**config.mk**
```make
export PLATFORM = sky130hd
export DESIGN_NAME = four_rr_arbiter_flat
export DESIGN_NICKNAME = d
export VERILOG_FILES = /design/src/rtl/arb_pkg.sv /design/src/rtl/four_rr_arbiter_if.sv /design/src/rtl/rr_pick4.sv /design/src/rtl/four_rr_arbiter.sv /design/src/flat_wrapper.sv
export SDC_FILE = /design/constraint.sdc
export NUM_CORES = 1
export LEC_CHECK = 0
export CORE_MARGIN = 3
export CORE_UTILIZATION = 50
export DETAILED_ROUTE_END_ITERATION = 7
export PLACE_DENSITY = 0.82
export REMOVE_ABC_BUFFERS = 1
export SYNTH_ARGS = -nofsm -noshare
export SYNTH_HDL_FRONTEND = slang
export SYNTH_SLANG_ARGS = --single-unit
```
**constraint.sdc**
```tcl
create_clock -name clk -period 4.96 [get_ports clk]
set_input_delay 1.488 -clock clk [delete_from_list [all_inputs] [get_ports clk]]
set_output_delay 1.488 -clock clk [all_outputs]
set_load 0.01 [all_outputs]
```
**src/rtl/arb_pkg.sv**
```systemverilog
// Shared constants and helpers for the four-way round-robin arbiter.
package arb_pkg;

    localparam int unsigned N    = 4;
    localparam int unsigned IDW  = 2;
    localparam int unsigned CNTW = 8;

    localparam logic ST_IDLE  = 1'b0;
    localparam logic ST_GRANT = 1'b1;

    // Index to one-hot grant vector.
    function automatic logic [N-1:0] onehot4(input logic [IDW-1:0] id);
        logic [N-1:0] oh;
        oh     = '0;
        oh[id] = 1'b1;
        return oh;
    endfunction

endpackage

```
**src/rtl/four_rr_arbiter_if.sv**
```systemverilog
// Request/grant bundle between the four sources and the arbiter.
// hold_to exists only when ARB_HOLD_LIMIT_EN is defined.
interface four_rr_arbiter_if;
    import arb_pkg::*;

    logic [N-1:0]   req;
    logic [N-1:0]   done;
    logic           any_req;
    logic [N-1:0]   gnt;
    logic           gnt_valid;
    logic [IDW-1:0] gnt_id;
`ifdef ARB_HOLD_LIMIT_EN
    logic           hold_to;

    modport master (output req, done, input any_req, gnt, gnt_valid, gnt_id, hold_to);
    modport slave  (input req, done, output any_req, gnt, gnt_valid, gnt_id, hold_to);
`else
    modport master (output req, done, input any_req, gnt, gnt_valid, gnt_id);
    modport slave  (input req, done, output any_req, gnt, gnt_valid, gnt_id);
`endif

endinterface

```
**src/rtl/rr_pick4.sv**
```systemverilog
// Combinational round-robin pick: first set req bit scanning ptr, ptr+1, ... mod 4.
module rr_pick4
    import arb_pkg::*;
(
    input  logic [N-1:0]   req,
    input  logic [IDW-1:0] ptr,
    output logic [IDW-1:0] pick,
    output logic           found
);

    logic [N-1:0]   rot;
    logic [IDW-1:0] off;

    // Rotate so that bit 0 of rot corresponds to req[ptr].
    always_comb begin
        rot = req;
        case (ptr)
            2'd0:    rot = req;
            2'd1:    rot = {req[0],   req[3:1]};
            2'd2:    rot = {req[1:0], req[3:2]};
            2'd3:    rot = {req[2:0], req[3]};
            default: rot = req;
        endcase
    end

    // Lowest set bit of the rotated vector wins; map back by adding ptr.
    always_comb begin
        off = '0;
        for (int i = N - 1; i >= 0; i--) begin
            if (rot[i]) begin
                off = IDW'(i);
            end
        end
    end

    assign pick  = IDW'(ptr + off);
    assign found = |req;

endmodule

```
**src/rtl/four_rr_arbiter.sv**
```systemverilog
// Four-way round-robin arbiter: grants one requester and holds the grant until
// the owner pulses done or drops req. Optional hold limit via ARB_HOLD_LIMIT_EN.
module four_rr_arbiter
    import arb_pkg::*;
#(
    parameter int unsigned HOLD_MAX = 8
)
(
    input  logic              clk,
    input  logic              rst_n,
    four_rr_arbiter_if.slave  bus
);

    if ((HOLD_MAX < 1) || (HOLD_MAX > 255)) begin : g_hold_max_chk
        $error("four_rr_arbiter: HOLD_MAX must be within 1..255");
    end

    logic           state_q,  state_d;
    logic [N-1:0]   gnt_q,    gnt_d;
    logic           gnt_vld_q, gnt_vld_d;
    logic [IDW-1:0] gnt_id_q, gnt_id_d;
    logic [IDW-1:0] ptr_q,    ptr_d;

    logic [IDW-1:0] pick;
    logic           found;
    logic           owner_req;
    logic           owner_done;
    logic           limit_hit;
    logic           release_now;

`ifdef ARB_HOLD_LIMIT_EN
    logic [CNTW-1:0] hold_cnt_q, hold_cnt_d;
    logic            hold_to_q,  hold_to_d;
`endif

    rr_pick4 u_pick (
        .req   (bus.req),
        .ptr   (ptr_q),
        .pick  (pick),
        .found (found)
    );

    assign owner_req  = bus.req[gnt_id_q];
    assign owner_done = bus.done[gnt_id_q];

`ifdef ARB_HOLD_LIMIT_EN
    assign limit_hit = (hold_cnt_q == CNTW'(HOLD_MAX));
`else
    assign limit_hit = 1'b0;
`endif

    assign release_now = owner_done | ~owner_req | limit_hit;

    // Next-state and next-output logic.
    always_comb begin
        state_d   = state_q;
        gnt_d     = gnt_q;
        gnt_vld_d = gnt_vld_q;
        gnt_id_d  = gnt_id_q;
        ptr_d     = ptr_q;
`ifdef ARB_HOLD_LIMIT_EN
        hold_cnt_d = hold_cnt_q;
        hold_to_d  = 1'b0;
`endif
        case (state_q)
            ST_IDLE: begin
                if (found) begin
                    state_d   = ST_GRANT;
                    gnt_d     = onehot4(pick);
                    gnt_vld_d = 1'b1;
                    gnt_id_d  = pick;
`ifdef ARB_HOLD_LIMIT_EN
                    hold_cnt_d = CNTW'(1);
`endif
                end
            end
            ST_GRANT: begin
                if (release_now) begin
                    state_d   = ST_IDLE;
                    gnt_d     = '0;
                    gnt_vld_d = 1'b0;
                    gnt_id_d  = '0;
                    ptr_d     = IDW'(gnt_id_q + IDW'(1));
`ifdef ARB_HOLD_LIMIT_EN
                    hold_cnt_d = '0;
                    // Only a release that would not otherwise have happened is forced.
                    hold_to_d  = limit_hit & ~owner_done & owner_req;
`endif
                end
`ifdef ARB_HOLD_LIMIT_EN
                else if (hold_cnt_q != {CNTW{1'b1}}) begin
                    hold_cnt_d = hold_cnt_q + CNTW'(1);
                end
`endif
            end
            default: begin
                state_d   = ST_IDLE;
                gnt_d     = '0;
                gnt_vld_d = 1'b0;
                gnt_id_d  = '0;
            end
        endcase
    end

    // State and output registers.
    always_ff @(posedge clk or negedge rst_n) begin
        if (!rst_n) begin
            state_q   <= ST_IDLE;
            gnt_q     <= '0;
            gnt_vld_q <= 1'b0;
            gnt_id_q  <= '0;
            ptr_q     <= '0;
`ifdef ARB_HOLD_LIMIT_EN
            hold_cnt_q <= '0;
            hold_to_q  <= 1'b0;
`endif
        end else begin
            state_q   <= state_d;
            gnt_q     <= gnt_d;
            gnt_vld_q <= gnt_vld_d;
            gnt_id_q  <= gnt_id_d;
            ptr_q     <= ptr_d;
`ifdef ARB_HOLD_LIMIT_EN
            hold_cnt_q <= hold_cnt_d;
            hold_to_q  <= hold_to_d;
`endif
        end
    end

    assign bus.any_req   = |bus.req;
    assign bus.gnt       = gnt_q;
    assign bus.gnt_valid = gnt_vld_q;
    assign bus.gnt_id    = gnt_id_q;
`ifdef ARB_HOLD_LIMIT_EN
    assign bus.hold_to   = hold_to_q;
`endif

endmodule
```
**src/flat_wrapper.sv**
```systemverilog
// flat-port wrapper written by rule: the top's interface ports become plain ports
module four_rr_arbiter_flat import arb_pkg::*;
#(
    parameter int unsigned HOLD_MAX = 8
)
  (clk, rst_n, bus_req, bus_done, bus_any_req, bus_gnt, bus_gnt_valid, bus_gnt_id);
  four_rr_arbiter_if bus_i ();
  input  logic clk;
  input  logic rst_n;
  input wire logic [$bits(bus_i.req)-1:0] bus_req;
  input wire logic [$bits(bus_i.done)-1:0] bus_done;
  output wire logic [$bits(bus_i.any_req)-1:0] bus_any_req;
  output wire logic [$bits(bus_i.gnt)-1:0] bus_gnt;
  output wire logic [$bits(bus_i.gnt_valid)-1:0] bus_gnt_valid;
  output wire logic [$bits(bus_i.gnt_id)-1:0] bus_gnt_id;
  assign bus_i.req = bus_req;
  assign bus_i.done = bus_done;
  assign bus_any_req = bus_i.any_req;
  assign bus_gnt = bus_i.gnt;
  assign bus_gnt_valid = bus_i.gnt_valid;
  assign bus_gnt_id = bus_i.gnt_id;
  four_rr_arbiter #(.HOLD_MAX(HOLD_MAX)) u_core (.clk(clk), .rst_n(rst_n), .bus(bus_i));
endmodule
```
==> results_dict.tcl, run 1 <==
set metrics [dict create \
    r2r_setup_slack_ns 3.10 \
    drc 0 \
    crit_buf_inv 2 \
    clock_sink_count 10 \
    yosysMostFrequentCell "dfrtp_1" \
    critPathKind "in -> out" \
    initialDrtViolationCount 19 \
    cts_max_path_buffers 2 \
    internal_power_mw 0.287 \
    fin_setup_tns_ns 0 \
    holdWs_ns 0.492 \
    status "finished clean" \
    timing.slew.headroom_pct 70.5 \
    hpwl_um 946 \
    finalSetupViolCount 0 \
    post_dp_cell_area_um2 805 \
    synth_cell_type_count 32 \
    leakage_nw 0.352 \
    start_kind "input pin" \
    synthTopCellsByArea "dfrtp_1 37%, buf_6 8.3%, nand2_1 5.0%, nor2_1 5.0%, nand3_1 4.4%" \
    slowest_delay_ns 0.66 \
    start_util_pct 57.2 \
    fp.dieArea_um2 1830 \
    seqPwrFrac_pct 32.6 \
    maxCapViolations 0 \
    nNetsFinal 100 \
    synth_top_area_share_pct 36.9 \
    finalPower_mw 0.488 \
    num_rows 12 \
    min_to "u_core.bus.gnt_valid" \
    r2r.worst_path.cells 7 \
    via_per_inst 5.68 \
    io_pins 18 \
    synthArstFlopShare_pct 100 \
    dp_slack_ns 0.576 \
    synth_top_area_cell "dfrtp_1" \
    hold_buffers 0 \
    numPortBuffers 17 \
    syn_inst 73 \
    reg2reg_to "u_core.bus.gnt[1]" \
    fillCellCount 102 \
    cp_max_fo 9 \
    synth_ff_type "dfrtp_1" \
    cts_resized 0 \
    fmax_ghz 0.228 \
    worst_pin_slew_ns 0.441 \
    p_switching_mw 0.202 \
    antenna_found_initial 0 \
    vdd_drop_max_mv 0.337 \
    routed_wl_um 1350 \
    finish.utilization_pct 70.9 \
    switching_share_pct 41.3 \
    synth_area_per_cell_um2 9.29 \
    multi_input_comb_area_um2 359 \
    syn_area_um2 678 \
    end_kind "primary output" \
    gp_congestion 0.721 \
    cp_top_family "buffers and inverters" \
    finalNonFillerCells 102 \
    insertion_delay_ns 0.27 \
    post-route-period-util_pct 88.6 \
    root_buffer "clkbuf_4" \
    grt_overflow 0 \
    num_vias 579 \
    synth_edf_count 0 \
    num_antenna_cells 0 \
    ff_latch_area_um2 250 \
    ys_ff_latch 10 \
    cpMaxStageDelayCell "clkdlybuf4s50_1" \
    worstReg2RegStart "u_core.ptr_q[0]" \
    grt_use_total_pct 18.4 \
    first_pass_iters 4 \
    path_cells "clkdlybuf4s50_1, nor2_1, nand2_1, clkdlybuf4s50_1" \
    hold_violations 0 \
    cts_tree "done" \
    final_max_slew_viol_count 0 \
    fin_skew_ns 0.00228 \
    cts_made_buffers 3 \
    die_w_um 42.8 \
    seq_area_frac_synth_pct 36.9 \
    core_um2 1190 \
    antenna_left 0 \
    drive_gt1_share_pct 10.2 \
    first_global_vias 591 \
    post_cts_buffers 0 \
    path_clk_slew_ns 0.06 \
    yosys-top-cells-count "10 x dfrtp_1, 9 x nand2_1, 9 x nor2_1, 6 x nand3_1, 5 x buf_6" \
    grt_max_degree 13 \
    worstPathArrival_ns 2.91 \
    period_minus_slack_ns 4.39 \
    min-delay-start "u_core.bus.gnt_valid" \
    die_h_um 42.8 \
    clock_power_share_pct 15.0 \
    placed_cells 98 \
    cp_common_cell "clkdlybuf4s50_1" \
    routedWlPerCell_um 13.3 \
    yosys_warnings 0 \
    min_path_cells 2 \
    worstPathRequired_ns 3.47 \
    final_area_um2 841 \
    syn2layout_area_growth_pct 24.0 \
    hold_path.class "reg -> reg" \
    grt_pass1_wl_um 2530 \
    rsz0062_at_grt "no" \
    p_per_area_nw_per_um2 581 \
    htree_levels 1 \
    worst_slack_ns 0.566 \
    power_frac_comb_pct 52.3 \
]
==> worst min-delay path, delay by kind of cell (launching register included) <==
kind,cells,cell delay (ns)
AND/OR/NAND/NOR,2,0.11
flip-flops,1,0.35
==> placed cells by master (no fill, tap or decap), types with 2 or more instances in the layout <==
| cell | count |
|---|---|
| o21ai_0 | 4 |
| a21oi_1 | 2 |
| nand3_1 | 6 |
| nand2_1 | 9 |
| nand2b_1 | 2 |
| inv_1 | 2 |
| clkbuf_4 | 3 |
| dfrtp_1 | 10 |
| clkdlybuf4s50_1 | 17 |
| nor2_1 | 9 |
| xnor2_1 | 2 |
==> worst max path at each step <==
stage             endpoint  slack (ns)  cells after the start  startpoint
2_1_floorplan  bus_any_req        1.72                      2  bus_req[3]
3_3_place_gp   bus_any_req        0.60                      4  bus_req[2]
3_5_place_dp   bus_any_req        0.58                      4  bus_req[2]
4_1_cts        bus_any_req        0.57                      4  bus_req[2]
5_1_grt        bus_any_req        0.48                      4  bus_req[2]
6_report       bus_any_req        0.57                      4  bus_req[2]
==> sequential cells by signal (all words and copies together), names as in the netlist <==
name / count
u_core.bus.gnt: 4
u_core.bus.gnt_valid: 1
u_core.state_q: 1
u_core.bus.gnt_id: 2
u_core.ptr_q: 2
==> metal layers <==
metal	track usage [%]	part of all wire, %	up-vias
met3	2.54	4.2	5
met4	11.2	2.7	0
met2	26.6	43	13
met5	0	0	-
li1	-	-	291
met1	25.5	50	270
==> layout make-up <==
cell class | count | area share (%)
inverters | 2 | 0.893
flip-flops and latches | 10 | 29.8
repair buffers | 17 | 20.2
clock buffers | 4 | 4.32
well taps | 14 | 2.08
multi-input cells | 55 | 42.7
==> power groups by stage <==
stage | logic [mW] | registers, mW | clock network [mW]
after global placement | 0.252 | 0.159 | 0
after floorplan | 0.167 | 0.162 | 0
after CTS | 0.258 | 0.160 | 0.0753
after global routing | 0.288 | 0.168 | 0.0812
final | 0.256 | 0.159 | 0.0734
after detailed placement | 0.256 | 0.161 | 0
==> cell families after synthesis <==
group                      count (synthesis)  share of synthesized area (%)
AOI/OAI and AO/OA                         17                           20.3
xor gates and xnor gates                   3                           4.98
adders and majority gates                  1                           1.84
buffers and inverters                      8                           10.1
DFF                                       10                           36.9
and+or+nand+nor                           34                           25.8
No activity file was read; power rests on OpenSTA's default activity.
==> run 2, diff against run 1 <==
--- a/config.mk
+++ b/config.mk
@@ -5,10 +5,12 @@
 export SDC_FILE = /design/constraint.sdc
 export NUM_CORES = 1
 export LEC_CHECK = 0
+export CELL_PAD_IN_SITES_DETAIL_PLACEMENT = 0
+export CELL_PAD_IN_SITES_GLOBAL_PLACEMENT = 1
 export CORE_MARGIN = 3
-export CORE_UTILIZATION = 50
+export CORE_UTILIZATION = 37
 export DETAILED_ROUTE_END_ITERATION = 7
-export PLACE_DENSITY = 0.82
+export PLACE_DENSITY_LB_ADDON = 0.1
 export REMOVE_ABC_BUFFERS = 1
 export SYNTH_ARGS = -nofsm -noshare
 export SYNTH_HDL_FRONTEND = slang
==> results_dict.tcl, run 2 (synthesis results as in run 1) <==
set metrics [dict create \
    antenna_found_initial 0 \
    grt_overflow 0 \
    num_antenna_cells 0 \
    cts_resized 0 \
    rsz0062_at_grt "no" \
    clock_sink_count 10 \
    numPortBuffers 17 \
    nNetsFinal 100 \
    num_vias 567 \
    path_clk_slew_ns 0.07 \
    path_cells "clkdlybuf4s50_1, nor2_1, nand2_1, clkdlybuf4s50_1" \
    fin_setup_tns_ns 0 \
    num_rows 14 \
    maxCapViolations 0 \
    worstReg2RegStart "u_core.ptr_q[0]" \
    cp_max_fo 9 \
    fin_skew_ns 0.00792 \
    start_kind "input pin" \
    period_minus_slack_ns 4.39 \
    layout_commonest_cell "clkdlybuf4s50_1" \
    status "finished clean" \
    crit_start "bus_req[2]" \
    die_w_um 48.8 \
    insertion_delay_ns 0.26 \
    gp_congestion 0.677 \
    antenna_left 0 \
    end_kind "primary output" \
    first_global_vias 520 \
    grt_max_degree 13 \
    r2r_setup_slack_ns 3.08 \
    drc 0 \
    final_cell_mix "17 x clkdlybuf4s50_1, 10 x dfrtp_1, 9 x nor2_1, 9 x nand2_1, 6 x nand3_1" \
    reg2reg_to "u_core.bus.gnt[1]" \
    fmax_ghz 0.228 \
    cp_common_cell "clkdlybuf4s50_1" \
    cpMaxStageDelayCell "clkdlybuf4s50_1" \
    critPathKind "in -> out" \
    core_um2 1610 \
    holdWs_ns 0.474 \
    leakage_nw 0.352 \
    drive_gt1_share_pct 10.2 \
    worst_pin_slew_ns 0.459 \
    finalSetupViolCount 0 \
    cts_made_buffers 3 \
    worstPathRequired_ns 3.47 \
    post-route-period-util_pct 88.5 \
    via_per_inst 5.06 \
    initialDrtViolationCount 9 \
    fp.dieArea_um2 2380 \
    first_pass_iters 3 \
    slowest_delay_ns 0.65 \
    p_per_area_nw_per_um2 575 \
    timing.slew.headroom_pct 69.3 \
    htree_levels 1 \
    grt_pass1_wl_um 2490 \
    hold_violations 0 \
    critPathCapture "bus_any_req" \
    start_util_pct 42.1 \
    worstPathArrival_ns 2.90 \
    die_h_um 48.8 \
    cts_tree "done" \
    r2r.worst_path.cells 7 \
    post_cts_buffers 0 \
    io_pins 18 \
    hpwl_um 1050 \
    fillCellCount 170 \
    largest_reg_flops 4 \
    hold_path.class "reg -> reg" \
    root_buffer "clkbuf_4" \
    grt_use_total_pct 13.1 \
    routedWlPerCell_um 13.0 \
    cts_max_path_buffers 2 \
    hold_buffers 0 \
    vdd_drop_max_mv 0.311 \
    final_max_slew_viol_count 0 \
    routed_wl_um 1450 \
    syn2layout_area_growth_pct 25.8 \
]
run 2: cell counts in the layout (fill, tap and decap cells not counted):
No cell type changed its count.
run 2: worst min path at each step:
| stage | start | endpoint | cells after the start | slack [ns] |
|---|---|---|---|---|
| 2_1_floorplan | u_core.state_q | u_core.state_q | 1 | 0.51 |
| 3_3_place_gp | u_core.bus.gnt_valid | u_core.bus.gnt_valid | 2 | 0.46 |
| 3_5_place_dp | u_core.bus.gnt_valid | u_core.bus.gnt_valid | 2 | 0.47 |
| 4_1_cts | u_core.bus.gnt_valid | u_core.bus.gnt_valid | 2 | 0.48 |
| 5_1_grt | u_core.bus.gnt_valid | u_core.bus.gnt_valid | 2 | 0.53 |
| 6_report | u_core.bus.gnt_valid | u_core.bus.gnt_valid | 2 | 0.47 |
run 2: critical path: cells and delay by family:
family / cells / cell delay (ns)
buffers and inverters: 2 / 1.18
and+or+nand+nor: 2 / 0.23
run 2: cell type report:
class | count | area, um^2 | area share [%]
clock buffers | 4 | 36.3 | 4.25
flip-flops and latches | 10 | 250 | 29.3
multi-input cells | 55 | 359 | 42.1
well taps | 24 | 30.0 | 3.52
repair buffers | 17 | 170 | 19.9
inverters | 2 | 7.51 | 0.880
run 2: power by group:
part / switching [mW] / total, mW / leakage, nW / internal (mW)
sequential: 0.0447 / 0.161 / 0.126 / 0.116
combinational: 0.132 / 0.258 / 0.205 / 0.126
clock: 0.0276 / 0.0721 / 0.0210 / 0.0445
run 2: routing by layer:
metal	GRT usage, %	up-vias	share of wire (%)
li1	-	288	-
met1	17.9	264	49
met2	19.7	15	46
met3	5.81	0	5.7
met4	1.42	0	0
met5	0	-	0
run 2: per-stage QoR:
step                setup WS [ns]  area, um^2  utilization, %  power [mW]  std cells
floorplan                    1.72         617               -       0.329         67
global placement            0.583         817            50.7       0.418        108
detailed placement          0.571         817            50.7       0.423        108
CTS                         0.568         853            53.0       0.499        112
global route                0.512         853            53.0       0.538        112
finish                      0.570         853            53.0       0.491        112
